### src/rtl/adder_word_seq_pkg.sv
// Shared definitions for the adder_word_seq sequencer.
//   state_t     : sequencer states (IDLE / RUN / DONE)
//   SLICE_W     : width of the shared adder slice
//   calc_nslice : slice count for a word width; 0 flags an unusable width
package adder_word_seq_pkg;

    typedef enum logic [1:0] {
        IDLE = 2'd0,
        RUN  = 2'd1,
        DONE = 2'd2
    } state_t;

    localparam int SLICE_W = 4;

    // Width must be a whole number of slices and hold at least one slice.
    function automatic int calc_nslice(input int width);
        if (width < SLICE_W || (width % SLICE_W) != 0) begin
            return 0;
        end
        return width / SLICE_W;
    endfunction

endpackage

### src/rtl/adder_word_seq_nibble_adder.sv
// nibble_adder: purely combinational 4-bit ripple-carry adder built from
// four 1-bit full adders.
//   x, y  : slice operands
//   c_in  : carry into bit 0
//   sum   : slice sum
//   c_out : carry out of bit 3
module nibble_adder
    import adder_word_seq_pkg::*;
(
    input  logic [SLICE_W-1:0] x,
    input  logic [SLICE_W-1:0] y,
    input  logic               c_in,
    output logic [SLICE_W-1:0] sum,
    output logic               c_out
);

    logic [SLICE_W:0] carry;

    assign carry[0] = c_in;

    for (genvar i = 0; i < SLICE_W; i++) begin : g_fa
        assign sum[i]       = x[i] ^ y[i] ^ carry[i];
        assign carry[i + 1] = (x[i] & y[i]) | (carry[i] & (x[i] ^ y[i]));
    end

    assign c_out = carry[SLICE_W];

endmodule

### src/rtl/adder_word_seq.sv
// adder_word_seq: multi-cycle word adder/subtractor. One 4-bit slice is
// added per clock, least-significant nibble first, through a single shared
// nibble_adder; the carry is held in a register between slices.
//   clk, rst : clock, synchronous active-high reset
//   start    : request, accepted only in IDLE
//   sub      : 0 = a + b + c_in, 1 = a - b (c_in ignored)
//   a, b     : operands, latched on accept
//   c_in     : add carry-in, latched on accept
//   busy     : slices in progress
//   done     : one-cycle pulse, results valid from this cycle on
//   sum      : result, held until the next done
//   c_out    : carry out of the MSB (for subtract, 1 = no borrow)
//   ovf      : two's-complement signed overflow
module adder_word_seq #(
    parameter int WIDTH = 16
) (
    input  logic             clk,
    input  logic             rst,
    input  logic             start,
    input  logic             sub,
    input  logic [WIDTH-1:0] a,
    input  logic [WIDTH-1:0] b,
    input  logic             c_in,
    output logic             busy,
    output logic             done,
    output logic [WIDTH-1:0] sum,
    output logic             c_out,
    output logic             ovf
);

    import adder_word_seq_pkg::*;

    localparam int NSLICE = calc_nslice(WIDTH);
    localparam int K_W    = (NSLICE > 1) ? $clog2(NSLICE) : 1;

    if (NSLICE == 0) begin : g_bad_width
        $error("adder_word_seq: WIDTH must be a multiple of 4 and at least 4");
    end

    state_t             state;
    state_t             state_next;

    logic [WIDTH-1:0]   a_reg;
    logic [WIDTH-1:0]   b_eff;
    logic               carry_reg;
    logic [K_W-1:0]     k;
    logic [WIDTH-1:0]   part;
    logic [WIDTH-1:0]   part_next;

    logic [SLICE_W-1:0] slice_x;
    logic [SLICE_W-1:0] slice_y;
    logic [SLICE_W-1:0] slice_sum;
    logic               slice_cout;
    logic               last_slice;

    // ------------------------------------------------------------------
    // Shared slice adder
    // ------------------------------------------------------------------
    assign slice_x    = a_reg[int'(k) * SLICE_W +: SLICE_W];
    assign slice_y    = b_eff[int'(k) * SLICE_W +: SLICE_W];
    assign last_slice = (k == K_W'(NSLICE - 1));

    nibble_adder u_nibble_adder (
        .x     (slice_x),
        .y     (slice_y),
        .c_in  (carry_reg),
        .sum   (slice_sum),
        .c_out (slice_cout)
    );

    // New slices enter at the top so that after NSLICE shifts the first
    // (least-significant) slice has reached bit 0.
    if (NSLICE == 1) begin : g_part_single
        assign part_next = slice_sum;
    end else begin : g_part_shift
        assign part_next = {slice_sum, part[WIDTH-1:SLICE_W]};
    end

    // ------------------------------------------------------------------
    // FSM: state register
    // ------------------------------------------------------------------
    always_ff @(posedge clk) begin
        if (rst) begin
            state <= IDLE;
        end else begin
            state <= state_next;
        end
    end

    // ------------------------------------------------------------------
    // FSM: next-state logic
    // ------------------------------------------------------------------
    always_comb begin
        state_next = state;
        case (state)
            IDLE:    if (start) state_next = RUN;
            RUN:     if (last_slice) state_next = DONE;
            DONE:    state_next = IDLE;
            default: state_next = IDLE;
        endcase
    end

    // ------------------------------------------------------------------
    // FSM: outputs
    // ------------------------------------------------------------------
    always_comb begin
        busy = 1'b0;
        done = 1'b0;
        case (state)
            RUN:     busy = 1'b1;
            DONE:    done = 1'b1;
            default: ;
        endcase
    end

    // ------------------------------------------------------------------
    // Datapath
    // ------------------------------------------------------------------
    always_ff @(posedge clk) begin
        if (rst) begin
            a_reg     <= '0;
            b_eff     <= '0;
            carry_reg <= 1'b0;
            k         <= '0;
            part      <= '0;
            sum       <= '0;
            c_out     <= 1'b0;
            ovf       <= 1'b0;
        end else begin
            case (state)
                IDLE: begin
                    if (start) begin
                        a_reg     <= a;
                        // Subtract is a + ~b + 1: invert b here, inject the +1
                        // as the initial carry.
                        b_eff     <= sub ? ~b : b;
                        carry_reg <= sub ? 1'b1 : c_in;
                        k         <= '0;
                    end
                end
                RUN: begin
                    part      <= part_next;
                    carry_reg <= slice_cout;
                    k         <= k + K_W'(1);
                    if (last_slice) begin
                        sum   <= part_next;
                        c_out <= slice_cout;
                        ovf   <= (a_reg[WIDTH-1] == b_eff[WIDTH-1]) &&
                                 (part_next[WIDTH-1] != a_reg[WIDTH-1]);
                    end
                end
                default: ;
            endcase
        end
    end

endmodule

### config.mk
export PLATFORM = sky130hd
export DESIGN_NAME = adder_word_seq
export DESIGN_NICKNAME = d
export VERILOG_FILES = /design/src/rtl/adder_word_seq_pkg.sv /design/src/rtl/adder_word_seq_nibble_adder.sv /design/src/rtl/adder_word_seq.sv
export SDC_FILE = /design/constraint.sdc
export NUM_CORES = 1
export LEC_CHECK = 0
export ABC_AREA = 1
export BUFFER_PORTS_ARGS = -buffer_cell sky130_fd_sc_hd__clkbuf_2
export CAP_MARGIN = 5
export CORE_UTILIZATION = 30
export CTS_BUF_LIST = sky130_fd_sc_hd__clkbuf_4 sky130_fd_sc_hd__clkbuf_8 sky130_fd_sc_hd__clkbuf_16
export CTS_CLUSTER_DIAMETER = 120
export CTS_CLUSTER_SIZE = 16
export DETAILED_ROUTE_END_ITERATION = 12
export PLACE_DENSITY = 0.45
export SYNTH_ARGS = -nofsm -noshare
export SYNTH_HDL_FRONTEND = slang
export SYNTH_HIERARCHICAL = 1
export SYNTH_SLANG_ARGS = --single-unit
### constraint.sdc
create_clock -name clk -period 5 [get_ports clk]
set_clock_uncertainty 0.1 [all_clocks]
set_input_delay 0.5 -clock clk [delete_from_list [all_inputs] [get_ports clk]]
set_output_delay 0.5 -clock clk [all_outputs]
set_load 0.01 [all_outputs]
Word level (Yosys, flattened, before mapping)
Index checks and enable logic that the tools add are counted.
{"block": "word_totals", "ff_bits": 71, "wordCells": 58}
{"block": "classes", "n_addsub": 1, "n_eq_ne": 7, "shift": 2, "n_mux": 11, "bitwise": 21, "n_reduce_logical": 7}
{"op": "indexed part select 16 x 5 -> 4 bit", "count": 2}
{"op": "2-to-1 mux 16 bit", "count": 1}
{"op": "inverter 16 bit", "count": 1}
{"op": "AND 1 bit", "count": 8}
{"op": "case mux 2 bit (2 select lines)", "count": 2}
{"op": "AND reduction 2 bit", "count": 4}
{"op": "XOR 1 bit", "count": 8}
{"op": "2-to-1 mux 2 bit", "count": 3}
{"op": "== test 2 bit, second input constant", "count": 2}
{"op": "2-to-1 mux 1 bit", "count": 4}
{"op": "!= test 2 bit, second input constant", "count": 2}
{"op": "OR 1 bit", "count": 4}
{"op": "adder 2 x 1 -> 2 bit, second input constant", "count": 1}
{"op": "== test 2 x 1 -> 1 bit, second input constant", "count": 1}
{"op": "zero test 2 bit", "count": 1}
{"op": "case mux 1 bit (2 select lines)", "count": 1}
{"op": "nonzero test 2 bit", "count": 1}
{"op": "== test 1 bit", "count": 1}
{"op": "logical AND 1 bit", "count": 1}
{"op": "!= test 1 bit", "count": 1}

Longest topological paths before layout
Gate-level depths: netlist of run 1.
{"block": "depth", "ltp_word": 11, "mapped_depth": 19, "mapped_depth_nobuf": 17}

By module
Netlist of run 1, hierarchy kept.
{"module": "adder_word_seq", "instances": 1, "cells_each": 380, "area_per_inst_um2": 2808.9, "seq_area_each_um2": 1341.3}
{"module": "nibble_adder", "instances": 1, "cells_each": 14, "area_per_inst_um2": 117.6, "seq_area_each_um2": 0.0}

Worst setup path after synthesis of run 1
Ideal clock, no wire load.
{"block": "synth_timing", "path_type": "register to register", "startpoint": "register k[0]", "endpoint": "register ovf", "arrival_time_ns": 2.748, "t_required_ns": 4.844, "setup_slack_ns": 2.096, "path_stages_with_launch": 20, "n_path_buf": 2, "period_less_slack_ns": 2.904, "path_cell_list": "dfxtp_1 -> buf_2 -> inv_1 -> buf_2 -> nor2_1 -> o22ai_1 -> fa_1 -> inv_1 -> fa_1 -> inv_1 -> fa_1 -> inv_1 -> fa_1 -> inv_1 -> inv_1 -> nor2_1 -> nand2_1 -> nand3_1 -> nand2_1 -> inv_1"}
{"block": "synth_via", "elab_chain_len": 11}
{"item": "from (decl)", "line": "adder_word_seq.sv:46", "text": "logic [K_W-1:0] k;"}
{"item": "from (signal assigned)", "line": "adder_word_seq.sv:144", "text": "k <= k + K_W'(1);"}
{"item": "indexed part select 16 x 5 -> 4 bit *", "line": "adder_word_seq.sv:60", "text": "assign slice_y = b_eff[int'(k) * SLICE_W +: SLICE_W];"}
{"item": "named net slice_y[0]", "line": "adder_word_seq.sv:51", "text": "logic [SLICE_W-1:0] slice_y;"}
{"item": "XOR 1 bit", "line": "adder_word_seq_nibble_adder.sv:23", "text": "assign carry[i + 1] = (x[i] & y[i]) | (carry[i] & (x[i] ^ y[i]));"}
{"item": "AND 1 bit", "line": "adder_word_seq_nibble_adder.sv:23"}
{"item": "OR 1 bit *", "line": "adder_word_seq_nibble_adder.sv:23"}
{"item": "AND 1 bit *", "line": "adder_word_seq_nibble_adder.sv:23"}
{"item": "OR 1 bit *", "line": "adder_word_seq_nibble_adder.sv:23"}
{"item": "AND 1 bit *", "line": "adder_word_seq_nibble_adder.sv:23"}
{"item": "OR 1 bit *", "line": "adder_word_seq_nibble_adder.sv:23"}
{"item": "XOR 1 bit *", "line": "adder_word_seq_nibble_adder.sv:22", "text": "assign sum[i] = x[i] ^ y[i] ^ carry[i];"}
{"item": "named net slice_sum[3]", "line": "adder_word_seq.sv:52", "text": "logic [SLICE_W-1:0] slice_sum;"}
{"item": "!= test 1 bit *", "line": "adder_word_seq.sv:149", "text": "(part_next[WIDTH-1] != a_reg[WIDTH-1]);"}
{"item": "logical AND 1 bit *", "line": "adder_word_seq.sv:148", "text": "ovf <= (a_reg[WIDTH-1] == b_eff[WIDTH-1]) &&"}
{"item": "to (signal assigned)", "line": "adder_word_seq.sv:148"}
{"item": "to (decl)", "line": "adder_word_seq.sv:28", "text": "output logic ovf"}
Mark *: on every way through the listed nets, which the timed path passes. The rest lies on a longest branch.
A chain may end at the register's enable or synchronous reset.

Final worst setup path of run 1
Ends and elaborated chain as after synthesis.

==> impl_metrics.sql, run 1 <==
INSERT INTO impl_metrics (metric_group, metric, value, unit) VALUES
('power_and_ir_drop', 'sequentialPowerShare', '0.467', ''),
('yosys', 'synth_sequential_area_ratio', '0.458', ''),
('cts', 'ctsHtreeMaxLevel', '3', ''),
('detailed_routing', 'ant_nets', '0', ''),
('sta', 'rsz_0062_raised_after_global_routing', 'no', ''),
('yosys', 'synth_top_area_share', '0.458', ''),
('cts', 'clkSinkCount', '67', ''),
('setup_path', 'worst_path_class_setup', 'flip-flop to flip-flop', ''),
('yosys', 'syn_avg_cell_area', '7.43', 'µm²'),
('sta', 'final_min_period_over_clock_period', '0.719', ''),
('final_layout', 'area_growth_syn_to_layout', '18.3', '%'),
('grt', 'globalRouteMet2Util', '0.236', ''),
('placement', 'post_dp_cell_area', '3240', 'µm²'),
('final_layout', 'most_frequent_standard_cell_in_the_layout_excluding_fill_and_tap_cells', 'sky130_fd_sc_hd__nor2_1', ''),
('grt', 'grt_pass1_wl', '11200', 'µm'),
('yosys', 'synth_area_leader_cell', 'sky130_fd_sc_hd__dfxtp_1', ''),
('cts', 'total_clock_buffers_created_by_cts', '9', ''),
('detailed_routing', 'drt_first_iter_violations', '63', ''),
('detailed_routing', 'wirelength', '6500', 'µm'),
('die', 'die_w', '101', 'µm'),
('sta', 'worst_slew_margin_relative_to_its_limit', '0.496', ''),
('cts', 'clkTransAtPathRegs', '0.08', 'ns'),
('sta', 'fin_setup_tns', '0', 'ns'),
('power_and_ir_drop', 'ir_drop', '197', 'µV'),
('hold_path', 'min-delay-path-class', 'primary input to flip-flop', ''),
('grt', 'grt_antenna_before_repair', '0', ''),
('die', 'die_ar', '10200', 'µm²'),
('placement', 'place.port_buffers', '56', ''),
('yosys', 'synth.net_count', '436', ''),
('setup_path', 'setup.worst_path.end_class', 'flip-flop', ''),
('setup_path', 'worst_setup_path_start_kind', 'flip-flop', ''),
('power_and_ir_drop', 'clkPwrFrac', '0.392', ''),
('sta', 'fmax', '0.278', 'GHz'),
('final_layout', 'finish.net_count', '482', ''),
('placement', 'dpl.hpwl', '4600', 'µm'),
('sta', 'endpoints_failing_setup', '0', ''),
('grt', 'grt_pass1_vias', '2385', ''),
('final_layout', 'diodes', '0', ''),
('setup_path', 'worstPathArrival', '3.74', 'ns'),
('grt', 'grt_busiest_layer', 'met2', ''),
('cts', 'tritoncts_clock_tree', 'yes', ''),
('setup_path', 'depth_of_the_worst_register_to_register_path', '16', ''),
('detailed_routing', 'detail_route.first_pass.iterations', '4', ''),
('setup_path', 'critical_path.max_fanout', '19', ''),
('detailed_routing', 'routed_via_density', '4.36', ''),
('detailed_routing', 'routed-via-count', '2500', ''),
('yosys', 'yosys_warnings', '6', ''),
('detailed_routing', 'drc_errors', '0', ''),
('final_layout', 'drive_above_1_share', '0.175', ''),
('grt', 'grt.met1_usage', '0.178', ''),
('placement', 'placed_cells_incl_taps', '558', ''),
('status', 'outcome', 'completed', ''),
('cts', 'ctsRootBufferMaster', 'sky130_fd_sc_hd__clkbuf_8', ''),
('die', 'initial_core_util', '0.314', ''),
('sta', 'timing.final.hold_violations', '0', ''),
('power_and_ir_drop', 'p_sw_frac', '0.266', ''),
('grt', 'grt.met3_usage', '0.0395', ''),
('power_and_ir_drop', 'netSwitchingPower', '0.338', 'mW'),
('yosys', 'netlist_area', '2930', 'µm²'),
('final_layout', 'post-route-cell-area', '3460', 'µm²'),
('sta', 'report.final.slew_viol_count', '0', ''),
('cts', 'post_cts_resize_count', '0', ''),
('final_layout', 'most_frequent_cells_in_the_layout', 'sky130_fd_sc_hd__nor2_1, sky130_fd_sc_hd__dfxtp_1, sky130_fd_sc_hd__o21ai_0', ''),
('cts', 'postCtsHoldBufs', '0', ''),
('placement', 'place.gp.congestion', '0.810', ''),
('power_and_ir_drop', 'power_leakage', '1.58', 'nW'),
('setup_path', 'cp.required', '5.15', 'ns'),
('yosys', 'post_synth_inst_count', '394', ''),
('grt', 'grt_ovf', '0', ''),
('final_layout', 'final_core_util', '0.371', ''),
('yosys', 'synth.area.top_cells', 'sky130_fd_sc_hd__dfxtp_1, sky130_fd_sc_hd__nor2_1, sky130_fd_sc_hd__o21ai_0, sky130_fd_sc_hd__nand2_1, sky130_fd_sc_hd__xnor2_1', '');
==> power groups by stage <==
stage	clock (mW)	sequential [mW]	combinational, mW
after detailed placement	0	0.607	0.183
after CTS	0.515	0.594	0.183
after global routing	0.542	0.599	0.210
after floorplan	0	0.595	0.144
after global placement	0	0.607	0.181
final	0.499	0.594	0.179
==> per-stage QoR <==
step	total power, mW	hold slack, ns	setup WS (ns)
final	1.27	0.311	1.41
after global routing	1.35	0.312	1.09
after CTS	1.29	0.296	1.44
after detailed placement	0.789	0.360	1.43
after global placement	0.788	0.353	1.56
after floorplan	0.739	0.335	2.10
==> critical path, stage by stage (launching register included) <==
cell	delay, ns
sky130_fd_sc_hd__dfxtp_1	0.69
sky130_fd_sc_hd__inv_1	0.40
sky130_fd_sc_hd__o21ai_0	0.25
sky130_fd_sc_hd__o22ai_1	0.12
sky130_fd_sc_hd__fa_1	0.42
sky130_fd_sc_hd__inv_1	0.08
sky130_fd_sc_hd__fa_1	0.17
sky130_fd_sc_hd__inv_1	0.05
sky130_fd_sc_hd__fa_1	0.35
sky130_fd_sc_hd__inv_1	0.08
sky130_fd_sc_hd__fa_1	0.40
sky130_fd_sc_hd__inv_1	0.07
sky130_fd_sc_hd__inv_1	0.06
sky130_fd_sc_hd__nand3_1	0.06
sky130_fd_sc_hd__nand3_1	0.07
sky130_fd_sc_hd__nand2_1	0.10
sky130_fd_sc_hd__inv_1	0.04
==> synthesized netlist by cell type (all sizes together) <==
cell	count
nor2	115
dfxtp	67
o21ai	58
nand2	51
inv	28
xnor2	16
buf	13
nand3	12
a21oi	9
clkbuf	9
o22ai	8
fa	4
a211oi	2
clkinv	1
ha	1
==> area by class of cell <==
type | count | area [µm²]
Clock buffer | 10 | 138
Sequential cell | 67 | 1340
Timing Repair Buffer | 57 | 288
Inverter | 29 | 109
Tap cell | 129 | 161
Clock inverter | 6 | 88.8
Multi-Input combinational cell | 276 | 1340
Fill cell | 1056 | 5870
==> worst paths after layout <==
path / from / to / slack, ns
max: k[0] / ovf / 1.41
min: a[3] / a_reg[3] / 0.31
max reg2reg: k[0] / ovf / 1.41
min reg2reg: part[12] / part[12] / 0.37
==> per-layer routing <==
layer | share of wire | wire [µm]
met5 | 0 | 0
met4 | 0.012 | 76
met3 | 0.041 | 265
met2 | 0.46 | 2980
met1 | 0.49 | 3180
==> cell families after synthesis <==
family | after synthesis | synth area share
compound gates | 77 | 0.137
fa+ha+maj | 5 | 0.0316
flops | 67 | 0.458
xor+xnor | 16 | 0.0479
simple gates | 178 | 0.240
buf+inv | 51 | 0.0851
Power figures use the tool's default switching activity.
==> run 2, diff against run 1 <==
- ABC_AREA: 1 -> 0
- PLACE_DENSITY: 0.45 -> 0.46
- clock period: 5 -> 3.1 ns (I/O delays scaled with it)
==> run 2 against run 1 <==
- non-clock buffer count grew 9
- critical path depth shrank 4
- flip-flop and latch count is the same
- final area grew 0.25%
- register-to-register slack lost 1.2 ns
- power grew 55%
- clock-buffer cell count grew 1
- hold slack lost 0.23 ns
- sequential power grew 57%
- combinational power grew 30%
- largest power group unchanged
==> impl_metrics.sql, run 2 <==
INSERT INTO impl_metrics (metric_group, metric, value, unit) VALUES
('sta', 'worst_margin_pin_slew', '0.792', 'ns'),
('final_layout', 'area_growth_syn_to_layout', '19.1', '%'),
('sta', 'report.final.slew_viol_count', '0', ''),
('setup_path', 'critical_path.max_fanout', '3', ''),
('die', 'die_ar', '10100', 'µm²'),
('die', 'core_region_area', '9330', 'µm²'),
('setup_path', 'worstPathArrival', '3.11', 'ns'),
('sta', 'fmax', '0.341', 'GHz'),
('sta', 'endpoints_failing_setup', '0', ''),
('sta', 'fin_setup_tns', '0', 'ns'),
('yosys', 'yosys_warnings', '6', ''),
('cts', 'clkTransAtPathRegs', '0.07', 'ns'),
('yosys', 'netlist-cell-type-count', '31', ''),
('final_layout', 'diodes', '0', ''),
('detailed_routing', 'routed-via-count', '2265', ''),
('final_layout', 'post-route-cell-area', '3470', 'µm²'),
('yosys', 'async_flop_share', '0', ''),
('final_layout', 'final.fill_count', '995', ''),
('final_layout', 'final_core_util', '0.372', ''),
('sta', 'worst_slew_margin_relative_to_its_limit', '0.472', ''),
('detailed_routing', 'ant_nets', '0', ''),
('sta', 'final_min_period_over_clock_period', '0.947', ''),
('detailed_routing', 'wl_per_cell', '12.5', 'µm'),
('yosys', 'synth_enable_flop_cells', '0', ''),
('detailed_routing', 'drt_first_iter_violations', '86', ''),
('die', 'core.rowCount', '35', ''),
('yosys', 'netlist_area', '2910', 'µm²'),
('detailed_routing', 'routed_via_density', '4.44', ''),
('setup_path', 'worst_path_class_setup', 'flip-flop to flip-flop', ''),
('power_and_ir_drop', 'power-per-cell-area', '567', 'nW/µm²'),
('placement', 'place.port_buffers', '56', ''),
('yosys', 'yosys_most_used_dff', 'sky130_fd_sc_hd__dfxtp_1', ''),
('detailed_routing', 'drc_errors', '0', ''),
('placement', 'dp_slack', '0.0468', 'ns'),
('yosys', 'post_synth_inst_count', '325', ''),
('die', 'die-height', '101', 'µm'),
('grt', 'grt_pass1_vias', '2203', ''),
('run', 'max-cap-violations', '0', ''),
('grt', 'grt_ovf', '0', ''),
('sta', 'rsz_0062_raised_after_global_routing', 'no', ''),
('cts', 'insertion_delay', '0.34', 'ns'),
('placement', 'dpl.hpwl', '4380', 'µm'),
('final_layout', 'most_frequent_cells_in_the_layout', 'sky130_fd_sc_hd__nand2_1, sky130_fd_sc_hd__dfxtp_1, sky130_fd_sc_hd__clkbuf_2', ''),
('yosys', 'post_synth_most_frequent_cells', 'sky130_fd_sc_hd__nand2_1, sky130_fd_sc_hd__dfxtp_1, sky130_fd_sc_hd__a21oi_1, sky130_fd_sc_hd__nor2_1, sky130_fd_sc_hd__xnor2_1', ''),
('die', 'die_w', '101', 'µm'),
('setup_path', 'setup.worst_path.end_class', 'flip-flop', ''),
('yosys', 'synth_sequential_area_ratio', '0.460', ''),
('cts', 'cts-root-to-sink-buffers', '2', ''),
('placement', 'place.gp.congestion', '0.700', ''),
('cts', 'ctsRootBufferMaster', 'sky130_fd_sc_hd__clkbuf_8', ''),
('yosys', 'synth.net_count', '367', ''),
('status', 'outcome', 'completed', ''),
('sta', 'min_period', '2.94', 'ns'),
('grt', 'grtUsageTotal', '0.139', ''),
('grt', 'grt_pass1_wl', '10800', 'µm'),
('yosys', 'synth.area.top_cells', 'sky130_fd_sc_hd__dfxtp_1, sky130_fd_sc_hd__nand2_1, sky130_fd_sc_hd__a21oi_1, sky130_fd_sc_hd__mux4_2, sky130_fd_sc_hd__xnor2_1', ''),
('power_and_ir_drop', 'power_leakage', '1.34', 'nW'),
('cts', 'tritoncts_clock_tree', 'yes', ''),
('grt', 'grt_max_degree', '49', ''),
('setup_path', 'cp.required', '3.28', 'ns'),
('detailed_routing', 'detail_route.first_pass.iterations', '4', ''),
('sta', 'timing.final.hold_violations', '0', ''),
('yosys', 'synth_area_leader_cell', 'sky130_fd_sc_hd__dfxtp_1', ''),
('cts', 'clkSinkCount', '67', ''),
('die', 'design.portCount', '57', ''),
('setup_path', 'worst_setup_path_start_kind', 'flip-flop', ''),
('yosys', 'most_common_cell_in_the_netlist', 'sky130_fd_sc_hd__nand2_1', ''),
('die', 'initial_core_util', '0.312', ''),
('yosys', 'yosys_register_bits', '67', ''),
('yosys', 'syn_avg_cell_area', '8.97', 'µm²'),
('final_layout', 'finish.net_count', '418', ''),
('power_and_ir_drop', 'sum_of_internal_switching_and_leakage_power', '1.97', 'mW'),
('grt', 'grt_antenna_before_repair', '0', ''),
('cts', 'postCtsHoldBufs', '0', ''),
('final_layout', 'drive_above_1_share', '0.276', ''),
('placement', 'post_dp_cell_area', '3240', 'µm²'),
('cts', 'total_clock_buffers_created_by_cts', '9', ''),
('sta', 'setup_slack', '0.164', 'ns'),
('final_layout', 'most_frequent_standard_cell_in_the_layout_excluding_fill_and_tap_cells', 'sky130_fd_sc_hd__nand2_1', ''),
('detailed_routing', 'wirelength', '6360', 'µm'),
('yosys', 'synth_top_area_share', '0.460', ''),
('cts', 'ctsHtreeMaxLevel', '3', ''),
('hold_path', 'min-delay-path-class', 'primary input to flip-flop', ''),
('power_and_ir_drop', 'ir_drop', '241', 'µV');
## run 2: changes by cell type after synthesis, sizes merged, moves of 6 or more
cell | previous run | this run
mux4 | 0 | 8
nand3 | 12 | 2
o21ai | 58 | 1
o22ai | 8 | 0
inv | 28 | 11
nand2 | 51 | 92
buf | 13 | 19
a211oi | 2 | 17
a21oi | 9 | 48
nor2 | 115 | 20
## run 2: metrics by stage
stage,cells,hold WS [ns]
finish,510,0.0782
global route,510,0.0654
CTS,509,0.0635
detailed placement,493,0.348
global placement,493,0.344
floorplan,325,0.332
## run 2: power breakdown
part,leakage (nW),internal (mW),total [mW],switching (mW)
registers,0.548,0.903,0.932,0.0289
clock network,0.110,0.468,0.802,0.333
logic,0.677,0.108,0.233,0.125
## run 2: final cells by class
class / instances / area, µm² / share of cell area
clock buffer: 11 / 139 / 0.0400
clock inverter: 5 / 77.6 / 0.0224
inverter: 11 / 41.3 / 0.0119
multi-input combinational: 221 / 1350 / 0.389
sequential: 67 / 1350 / 0.388
tap: 129 / 161 / 0.0465
timing repair buffer: 66 / 355 / 0.102
## run 2: repair_timing
action,4_1_cts,5_1_grt
setup buffers,0,1
endpoints found under the hold margin,0,0
resized for setup,0,6
endpoints found under the setup margin,0,3
## run 2: worst max-delay path, stage by stage (launching register included)
cell	delay (ns)
sky130_fd_sc_hd__dfxtp_4	0.37
sky130_fd_sc_hd__mux4_2	0.52
sky130_fd_sc_hd__fa_2	0.38
sky130_fd_sc_hd__inv_1	0.07
sky130_fd_sc_hd__fa_1	0.16
sky130_fd_sc_hd__inv_1	0.05
sky130_fd_sc_hd__fa_1	0.37
sky130_fd_sc_hd__inv_2	0.07
sky130_fd_sc_hd__fa_1	0.42
sky130_fd_sc_hd__inv_2	0.07
sky130_fd_sc_hd__buf_4	0.10
sky130_fd_sc_hd__nand2_1	0.05
sky130_fd_sc_hd__a21oi_2	0.15
## run 2: logic make-up (layout without fill, tap and decap cells)
logic type	after synthesis	in the layout	synth area share
multiplexers	8	8	0.0618
adder cells (fa/ha/maj)	5	5	0.0318
XOR/XNOR	16	16	0.0481
AO/OA/AOI/OAI	69	69	0.141
flip-flops	67	67	0.460
AND/OR/NAND/NOR	123	123	0.179
buffers and inverters	37	93	0.0781
## run 2: routing by layer
metal	wire (µm)	global-route usage	up-vias
met5	0	0	-
met4	70	0.0535	0
met3	295	0.0402	10
met2	2810	0.219	54
met1	3190	0.180	1028
li1	-	-	1173
## run 2: path summary, 6_finish.rpt
path         startpoint         to  slack [ns]  cells past startpoint
max                k[0]    sum[15]        0.16                     12
min               a[13]  a_reg[13]        0.08                      3
max reg2reg        k[0]    sum[15]        0.16                     12
min reg2reg      sum[4]     sum[4]        0.36                      2
